===== src/rtl/control_byte_sender_if.sv =====
// Request/byte-stream bundle between a host-side bridge, the byte sender and the control unit.
interface control_byte_sender_if #(
    parameter int unsigned n_blocks       = 256,
    parameter int unsigned reg_addr_width = 4,
    parameter int unsigned data_width     = 16,
    parameter int unsigned instr_width    = 32
);
    localparam int unsigned block_width = $clog2(n_blocks);

    logic                      req_valid;
    logic                      req_ready;
    logic [7:0]                req_cmd;
    logic [2:0]                req_fmt;
    logic [block_width-1:0]    req_block;
    logic [reg_addr_width-1:0] req_reg;
    logic [data_width-1:0]     req_data;
    logic [instr_width-1:0]    req_instr;
    logic [31:0]               req_delay;
    logic [7:0]                out_byte;
    logic                      out_ready;
    logic                      next;
    logic                      done;
    logic                      error;
    logic                      busy;

    // Requester / controller side
    modport master (
        output req_valid, req_cmd, req_fmt, req_block, req_reg, req_data, req_instr, req_delay, next,
        input  req_ready, out_byte, out_ready, done, error, busy
    );

    // Byte sender side
    modport slave (
        input  req_valid, req_cmd, req_fmt, req_block, req_reg, req_data, req_instr, req_delay, next,
        output req_ready, out_byte, out_ready, done, error, busy
    );
endinterface


===== src/rtl/control_byte_sender.sv =====
// Serializes one structured controller request into the command byte frame,
// paced by the out_ready/next handshake with a one-cycle gap between bytes.
// n_blocks must be at least 2 so the block field has a nonzero width.
module control_byte_sender #(
    parameter int unsigned n_blocks       = 256,
    parameter int unsigned reg_addr_width = 4,
    parameter int unsigned data_width     = 16,
    parameter int unsigned instr_width    = 32,
    parameter int unsigned timeout_cycles = 65535
) (
    input logic                 clk,
    input logic                 reset,
    control_byte_sender_if.slave bus
);
    localparam int unsigned DB    = data_width / 8;
    localparam int unsigned IB    = instr_width / 8;
    localparam int unsigned L_CMD = 1;
    localparam int unsigned L_BI  = 2 + IB;
    localparam int unsigned L_BR  = 3 + DB;
    localparam int unsigned L_DA  = 1 + DB;
    localparam int unsigned L_DD  = 5 + DB;
    localparam int unsigned M1    = (L_BI > L_BR) ? L_BI : L_BR;
    localparam int unsigned MAXB  = (M1 > L_DD) ? M1 : L_DD;
    localparam int unsigned FW    = 8 * MAXB;
    localparam int unsigned IDX_W = $clog2(MAXB + 1);
    localparam bit          TO_EN = (timeout_cycles != 0);
    localparam logic [31:0] TO_LAST = 32'((timeout_cycles == 0) ? 0 : timeout_cycles - 1);

    typedef enum logic [1:0] {IDLE, SEND, GAP} state_t;

    state_t           state;
    logic [FW-1:0]    frame;
    logic [IDX_W-1:0] idx;
    logic [IDX_W-1:0] last_idx;
    logic [31:0]      tcnt;

    logic [FW-1:0]    frame_c;
    logic [IDX_W-1:0] last_c;
    logic             fmt_ok_c;
    logic [7:0]       blk8_c;
    logic [7:0]       reg8_c;

    // Left-aligned frame image and last byte index for the request on the bus
    always_comb begin
        frame_c  = '0;
        last_c   = '0;
        fmt_ok_c = 1'b1;
        blk8_c   = 8'(bus.req_block);
        reg8_c   = 8'(bus.req_reg);
        case (bus.req_fmt)
            3'd0: begin
                frame_c[FW-1 -: 8] = bus.req_cmd;
                last_c = IDX_W'(L_CMD - 1);
            end
            3'd1: begin
                frame_c[FW-1 -: 16 + instr_width] = {bus.req_cmd, blk8_c, bus.req_instr};
                last_c = IDX_W'(L_BI - 1);
            end
            3'd2: begin
                frame_c[FW-1 -: 24 + data_width] = {bus.req_cmd, blk8_c, reg8_c, bus.req_data};
                last_c = IDX_W'(L_BR - 1);
            end
            3'd3: begin
                frame_c[FW-1 -: 8 + data_width] = {bus.req_cmd, bus.req_data};
                last_c = IDX_W'(L_DA - 1);
            end
            3'd4: begin
                frame_c[FW-1 -: 40 + data_width] = {bus.req_cmd, bus.req_data, bus.req_delay};
                last_c = IDX_W'(L_DD - 1);
            end
            default: fmt_ok_c = 1'b0;
        endcase
    end

    // The byte on the wire is always the top byte of the shifting frame
    assign bus.out_byte = frame[FW-1 -: 8];

    // Frame sequencer: accept, send/wait for next, one-cycle gap, timeout
    always_ff @(posedge clk) begin
        if (reset) begin
            state         <= IDLE;
            frame         <= '0;
            idx           <= '0;
            last_idx      <= '0;
            tcnt          <= '0;
            bus.req_ready <= 1'b1;
            bus.busy      <= 1'b0;
            bus.out_ready <= 1'b0;
            bus.done      <= 1'b0;
            bus.error     <= 1'b0;
        end else begin
            bus.done  <= 1'b0;
            bus.error <= 1'b0;
            case (state)
                IDLE: begin
                    if (bus.req_valid) begin
                        if (fmt_ok_c) begin
                            state         <= SEND;
                            frame         <= frame_c;
                            last_idx      <= last_c;
                            idx           <= '0;
                            tcnt          <= '0;
                            bus.out_ready <= 1'b1;
                            bus.req_ready <= 1'b0;
                            bus.busy      <= 1'b1;
                        end else begin
                            bus.error <= 1'b1;
                        end
                    end
                end
                SEND: begin
                    if (bus.next) begin
                        bus.out_ready <= 1'b0;
                        tcnt          <= '0;
                        if (idx == last_idx) begin
                            state         <= IDLE;
                            bus.done      <= 1'b1;
                            bus.req_ready <= 1'b1;
                            bus.busy      <= 1'b0;
                        end else begin
                            state <= GAP;
                            idx   <= idx + IDX_W'(1);
                            frame <= frame << 8;
                        end
                    end else if (TO_EN && (tcnt == TO_LAST)) begin
                        state         <= IDLE;
                        tcnt          <= '0;
                        bus.out_ready <= 1'b0;
                        bus.error     <= 1'b1;
                        bus.req_ready <= 1'b1;
                        bus.busy      <= 1'b0;
                    end else begin
                        tcnt <= tcnt + 32'd1;
                    end
                end
                GAP: begin
                    state         <= SEND;
                    bus.out_ready <= 1'b1;
                end
                default: begin
                    state         <= IDLE;
                    bus.out_ready <= 1'b0;
                    bus.req_ready <= 1'b1;
                    bus.busy      <= 1'b0;
                end
            endcase
        end
    end
endmodule


===== src/flat_wrapper.sv =====
// flat-port wrapper written by rule: the top's interface ports become plain ports
module control_byte_sender_flat 
#(
    parameter int unsigned n_blocks       = 256,
    parameter int unsigned reg_addr_width = 4,
    parameter int unsigned data_width     = 16,
    parameter int unsigned instr_width    = 32,
    parameter int unsigned timeout_cycles = 65535
)
  (clk, reset, bus_req_valid, bus_req_cmd, bus_req_fmt, bus_req_block, bus_req_reg, bus_req_data, bus_req_instr, bus_req_delay, bus_next, bus_req_ready, bus_out_byte, bus_out_ready, bus_done, bus_error, bus_busy);
  control_byte_sender_if #(.n_blocks(n_blocks), .reg_addr_width(reg_addr_width), .data_width(data_width), .instr_width(instr_width)) bus_i ();
  input logic clk;
  input logic reset;
  input wire logic [$bits(bus_i.req_valid)-1:0] bus_req_valid;
  input wire logic [$bits(bus_i.req_cmd)-1:0] bus_req_cmd;
  input wire logic [$bits(bus_i.req_fmt)-1:0] bus_req_fmt;
  input wire logic [$bits(bus_i.req_block)-1:0] bus_req_block;
  input wire logic [$bits(bus_i.req_reg)-1:0] bus_req_reg;
  input wire logic [$bits(bus_i.req_data)-1:0] bus_req_data;
  input wire logic [$bits(bus_i.req_instr)-1:0] bus_req_instr;
  input wire logic [$bits(bus_i.req_delay)-1:0] bus_req_delay;
  input wire logic [$bits(bus_i.next)-1:0] bus_next;
  output wire logic [$bits(bus_i.req_ready)-1:0] bus_req_ready;
  output wire logic [$bits(bus_i.out_byte)-1:0] bus_out_byte;
  output wire logic [$bits(bus_i.out_ready)-1:0] bus_out_ready;
  output wire logic [$bits(bus_i.done)-1:0] bus_done;
  output wire logic [$bits(bus_i.error)-1:0] bus_error;
  output wire logic [$bits(bus_i.busy)-1:0] bus_busy;
  assign bus_i.req_valid = bus_req_valid;
  assign bus_i.req_cmd = bus_req_cmd;
  assign bus_i.req_fmt = bus_req_fmt;
  assign bus_i.req_block = bus_req_block;
  assign bus_i.req_reg = bus_req_reg;
  assign bus_i.req_data = bus_req_data;
  assign bus_i.req_instr = bus_req_instr;
  assign bus_i.req_delay = bus_req_delay;
  assign bus_i.next = bus_next;
  assign bus_req_ready = bus_i.req_ready;
  assign bus_out_byte = bus_i.out_byte;
  assign bus_out_ready = bus_i.out_ready;
  assign bus_done = bus_i.done;
  assign bus_error = bus_i.error;
  assign bus_busy = bus_i.busy;
  control_byte_sender #(.n_blocks(n_blocks), .reg_addr_width(reg_addr_width), .data_width(data_width), .instr_width(instr_width), .timeout_cycles(timeout_cycles)) u_core (.clk(clk), .reset(reset), .bus(bus_i));
endmodule

===== config.mk =====
export PLATFORM = sky130hd
export DESIGN_NAME = control_byte_sender_flat
export DESIGN_NICKNAME = d
export VERILOG_FILES = /design/src/rtl/control_byte_sender_if.sv /design/src/rtl/control_byte_sender.sv /design/src/flat_wrapper.sv
export SDC_FILE = /design/constraint.sdc
export NUM_CORES = 1
export LEC_CHECK = 0
export ABC_AREA = 1
export CAP_MARGIN = 20
export CORE_MARGIN = 2
export CORE_UTILIZATION = 52
export DETAILED_ROUTE_END_ITERATION = 10
export GPL_ROUTABILITY_DRIVEN = 0
export PLACE_DENSITY = 0.9
export RECOVER_POWER = 25
export SLEW_MARGIN = 20
export SYNTH_ARGS = -nofsm -noshare
export SYNTH_HDL_FRONTEND = slang
export SYNTH_SLANG_ARGS = --single-unit

===== constraint.sdc =====
create_clock -name clk -period 2.1 [get_ports clk]
set_clock_uncertainty 0.15 [all_clocks]
set_input_delay 0.42 -clock clk [delete_from_list [all_inputs] [get_ports clk]]
set_output_delay 0.42 -clock clk [all_outputs]
set_load 0.01 [all_outputs]

=== After elaboration in Yosys (flattened, before gate mapping) ===
Index checks and enable logic that the tools add are counted.
Widths: inputs -> output; s select.

* Mux-type cells: 48
* Add/sub/neg operators: 2
* Eq/ne operators: 14
* Reduce and logical (&&, ||, !) cells: 11
* Bitwise operators: 3

{| class="wikitable"
|+ Operator list
! operator !! number
|-
| $mux 56 || 4
|-
| $mux 32 || 4
|-
| $pmux 56 s2 || 1
|-
| $pmux 16 s3 || 2
|-
| $pmux 32 s2 || 1
|-
| $add 32x1->32 const B || 1
|-
| $eq 32x16->1 const B || 1
|-
| $mux 1 || 17
|-
| $mux 8 || 2
|-
| $pmux 8 s2 || 1
|-
| $mux 3 || 4
|-
| $pmux 3 s4 || 1
|-
| $mux 2 || 5
|-
| $reduce_and 5->1 || 2
|-
| $pmux 1 s3 || 3
|-
| $reduce_and 3->1 || 3
|-
| $eq 3x2->1 const B || 2
|-
| $ne 2x2->1 const B || 3
|-
| $ne 3x2->1 const B || 2
|-
| $pmux 2 s3 || 1
|-
| $pmux 3 s2 || 1
|-
| $reduce_or 5->1 || 1
|-
| $add 3x1->3 const B || 1
|-
| $eq 3x1->1 const B || 1
|-
| 12 further kinds || 14
|}

* Word-level logic and storage cells: 88
* Input port bits: 107
* Bits in registers: 101

=== Longest topological paths before layout ===
* Depth after elaboration: 6
* Gate-level depth with buffers: 12
* Gate-level depth less buffers: 11

=== Least setup slack after synthesis ===
No wires, ideal clock.

* Path type: input port to flip-flop
* Start point: input port bus_req_fmt[1]
* End point: register u_core.frame[33]
* Path buffers: 2
* Cell stages on the path: 10
* Arrival: 1,572 ps
* Path slack: 262 ps
* Cells stage by stage: nor2_1 > nor2_2 > nand2_1 > nand2_2 > nor2_4 > nand3_2 > buf_4 > buf_2 > nor2_1 > nor2_1

* Longest elaborated chain between the ends: 6

{| class="wikitable"
|+ RTL lines
! element !! RTL line !! RTL
|-
| start: declaration || flat_wrapper.sv:16 || <nowiki>input wire logic [$bits(bus_i.req_fmt)-1:0] bus_req_fmt;</nowiki>
|-
| $eq 3x2->1 or $eq 3x3->1 (tied branches) || control_byte_sender.sv:50 || <nowiki>case (bus.req_fmt)</nowiki>
|-
| $reduce_or 2->1 (no source line) || n/a ||
|-
| $pmux 16 s3 || control_byte_sender.sv:50 ||
|-
| $mux 56 || control_byte_sender.sv:97 || <nowiki>if (fmt_ok_c) begin</nowiki>
|-
| $mux 56 || control_byte_sender.sv:96 || <nowiki>if (bus.req_valid) begin</nowiki>
|-
| $pmux 56 s2 || control_byte_sender.sv:94 || <nowiki>case (state)</nowiki>
|-
| end signal: assignment || control_byte_sender.sv:99 || <nowiki>frame <= frame_c;</nowiki>
|-
| end signal: assignment || control_byte_sender.sv:123 || <nowiki>frame <= frame << 8;</nowiki>
|-
| end: declaration || control_byte_sender.sv:32 || <nowiki>logic [FW-1:0] frame;</nowiki>
|}

Parallel ways exist; a longest one is shown, timed or not. The select of a mux whose other input is x is not followed.
A chain may end at the register's enable or synchronous reset.

=== Final worst setup path ===
* Start point: input port bus_req_fmt[0]
* End point: register u_core.frame[47]

Same word-level chain as after synthesis.

==> metrics.yaml <==
critical_path:
  arrival_ps: 2130
  worstSetupPathType: "primary input to flip-flop"
  required_ps: 2250
  critPathCaptureType: "flip-flop"
  startpoint_type: "primary input"
  cp_max_fo: 16
place:
  hpwlAfterDp_um: 12300
  dp.cells: 1172
  post_dp_cell_area_mm2: 0.00729
  portBuffers: 119
logic_synthesis:
  synth-edff-count: 0
  synth-xor-area-share: 0.0232
  ys_types: 34
  async_flop_share: 0
  yosys.area_share.simple: 0.437
  synthCells: 911
  netlist_top_cells_count: "334 x nand2_1, 119 x nor2_1, 100 x dfxtp_1, 70 x nand3_1, 68 x a21oi_1"
  synth.most_common_cell: "nand2_1"
  synth_area_per_cell_um2: 6.22
  synth_top_family_by_area: "simple AND/OR/NAND/NOR gates"
  yosysSeqAreaShare: 0.354
  synth-compound-area-share: 0.0932
  ys_seq_elements: 100
  synth.top_cell.area_share: 0.354
  syn_area_mm2: 0.00566
  ys.flop_type: "dfxtp_1"
  synth.area.mux_share: 0.00177
  syn_nets: 1021
  yosys_warnings: 0
  synth_adder_area_share: 0.00663
  synth_area_leaders: "dfxtp_1 35%, nand2_1 22%, nor2_1 7.9%, nand3_1 6.2%, a21oi_1 6.0%"
  yosysTopAreaCell: "dfxtp_1"
clocking:
  cts_sinks: 100
  cts_buffers: 9
  htreeDepth: 3
  path_clk_slew_ps: 100
  clockBufferDepth: 2
  cts-root-buf: "clkbuf_8"
  insertion_delay_ps: 370
  cts_tree: "yes"
sta:
  setup_violations: 0
  finalSetupTns_ps: 0
  hold_violations: 0
  hold_ws_ps: 315
  maxSlewViolCount: 0
  post-route-period-util: 0.944
  max_slew_margin: 0.707
  min_period_ps: 1980
  tightest_slew_ps: 439
  fmax_mhz: 504
grt:
  grt_overflow: 0
  grt_first_pass_wirelength_um: 27300
  antenna_found_initial: 0
  first_global_vias: 6018
  grt_max_degree: 62
  track_usage: 0.291
floorplan:
  die_x_um: 108
  core_mm2: 0.0107
  die_area_mm2: 0.0117
  io_pins: 120
  die_height_um: 108
  start_util: 0.527
  rows: 38
drt:
  via_per_inst: 5.39
  vias: 6407
  wl_per_cell_um: 14.1
  wl_um: 16800
  initialDrtViolationCount: 469
  drc_errors: 0
  ant_nets: 0
  firstDrtPassIters: 5
layout:
  finalNetCount: 1153
  fin_cells: 1188
  diodes: 0
  area_growth_pct: 32.5
  design_area_mm2: 0.00750
  drive_above_1_share: 0.0859
status:
  outcome: "finished, final reports clean"
job:
  cap_violations: 0
pwr:
  ir_drop_mv: 0.370
  power.density_mw_per_mm2: 588
  cellLeakagePower_nw: 2.94
min_path:
  hold_class: "flip-flop to flip-flop"
[sequential cells by signal (all words and copies together), names as in the netlist]
register and cells:
u_core.idx 3, u_core.state 1, u_core.tcnt 32, u_core.frame 56
u_core.bus.req_ready 1, u_core.bus.done 1, u_core.last_idx 3, u_core.bus.out_ready 1
u_core.bus.error 1, u_core.bus.busy 1
[stage by stage]
stage / power (mW) / worst slack, ps / util
floorplan: 2.76 / 262 / -
global placement: 3.27 / -238 / 0.679
detailed placement: 3.30 / -333 / 0.679
CTS: 4.39 / 44.7 / 0.695
global route: 4.61 / -6.73 / 0.698
finish: 4.41 / 117 / 0.698
[worst paths after layout]
kind              cells past startpoint  slack (ps)                  from                   end
setup / recovery                     10         120        bus_req_fmt[0]      u_core.frame[47]
hold / removal                        2         320  u_core.bus.req_ready  u_core.bus.req_ready
setup reg to reg                     10         150       u_core.state[1]      u_core.frame[55]
hold reg to reg                       2         320  u_core.bus.req_ready  u_core.bus.req_ready
[cell usage in the layout (no fill, tap or decap)]
master	netlist	routed
mux2i_1	1	1
nand2_2	3	6
or2_2	1	1
dfxtp_1	100	100
o21ai_1	15	15
o21bai_1	5	5
ha_1	3	3
a21oi_1	68	68
clkbuf_1	20	3
buf_12	0	12
a21oi_2	1	1
nor3_2	1	3
nor2_2	4	6
nand4_1	15	15
xor2_1	7	7
o21ai_0	12	12
nand2_1	334	331
nor2_1	119	115
nor2_4	3	5
nor4_1	2	2
a31oi_1	1	1
nand3_2	1	2
buf_4	13	40
inv_1	50	50
clkbuf_8	0	10
xnor2_1	8	8
clkinv_1	2	2
nor3_1	17	15
nor3b_1	13	13
clkdlybuf4s50_1	0	119
nand3_1	70	69
clkinvlp_4	0	3
nand3b_1	3	3
and2_1	1	1
inv_2	1	1
[critical path: stages]
cell and delay (ps):
clkdlybuf4s50_1 440, nor2_2 170, nor2_2 70, buf_4 140
nor2_1 210, buf_12 180, nand2_1 60, a21oi_1 190
nor3_1 90, nor2_1 140
[what timing repair did]
item,4_1_cts,5_1_grt
hold buffers,0,0
resized for setup,0,10
setup buffers,0,0
setup endpoints to repair,0,37
[cell families (layout without fill, tap and decap cells)]
| kind of cell | count (synthesis) | in the layout |
|---|---|---|
| DFF | 100 | 100 |
| muxes | 1 | 1 |
| AOI/OAI and AO/OA | 102 | 102 |
| xor gates and xnor gates | 15 | 15 |
| and+or+nand+nor | 587 | 587 |
| buffers and inverters | 103 | 240 |
| adders and majority gates | 3 | 3 |
[report_power, final]
group          total, mW  internal, mW  switching, mW
Combinational       1.20         0.563          0.634
Sequential          2.09          2.02         0.0714
Clock               1.12         0.466          0.659
[layer usage]
metal / GRT usage / share of wire
met5: 0 / 0
met3: 0.0536 / 0.079
met4: 0.107 / 0.022
met2: 0.491 / 0.49
met1: 0.371 / 0.41
[cell type report]
type	count	area (µm²)
flip-flops and latches	100	2000
well taps	140	175
fillers	861	3240
clock buffers	13	149
clock inverters	3	22.5
multi-input cells	708	3220
inverters	53	199
repair buffers	171	1730
No activity file was read; power rests on OpenSTA's default activity.
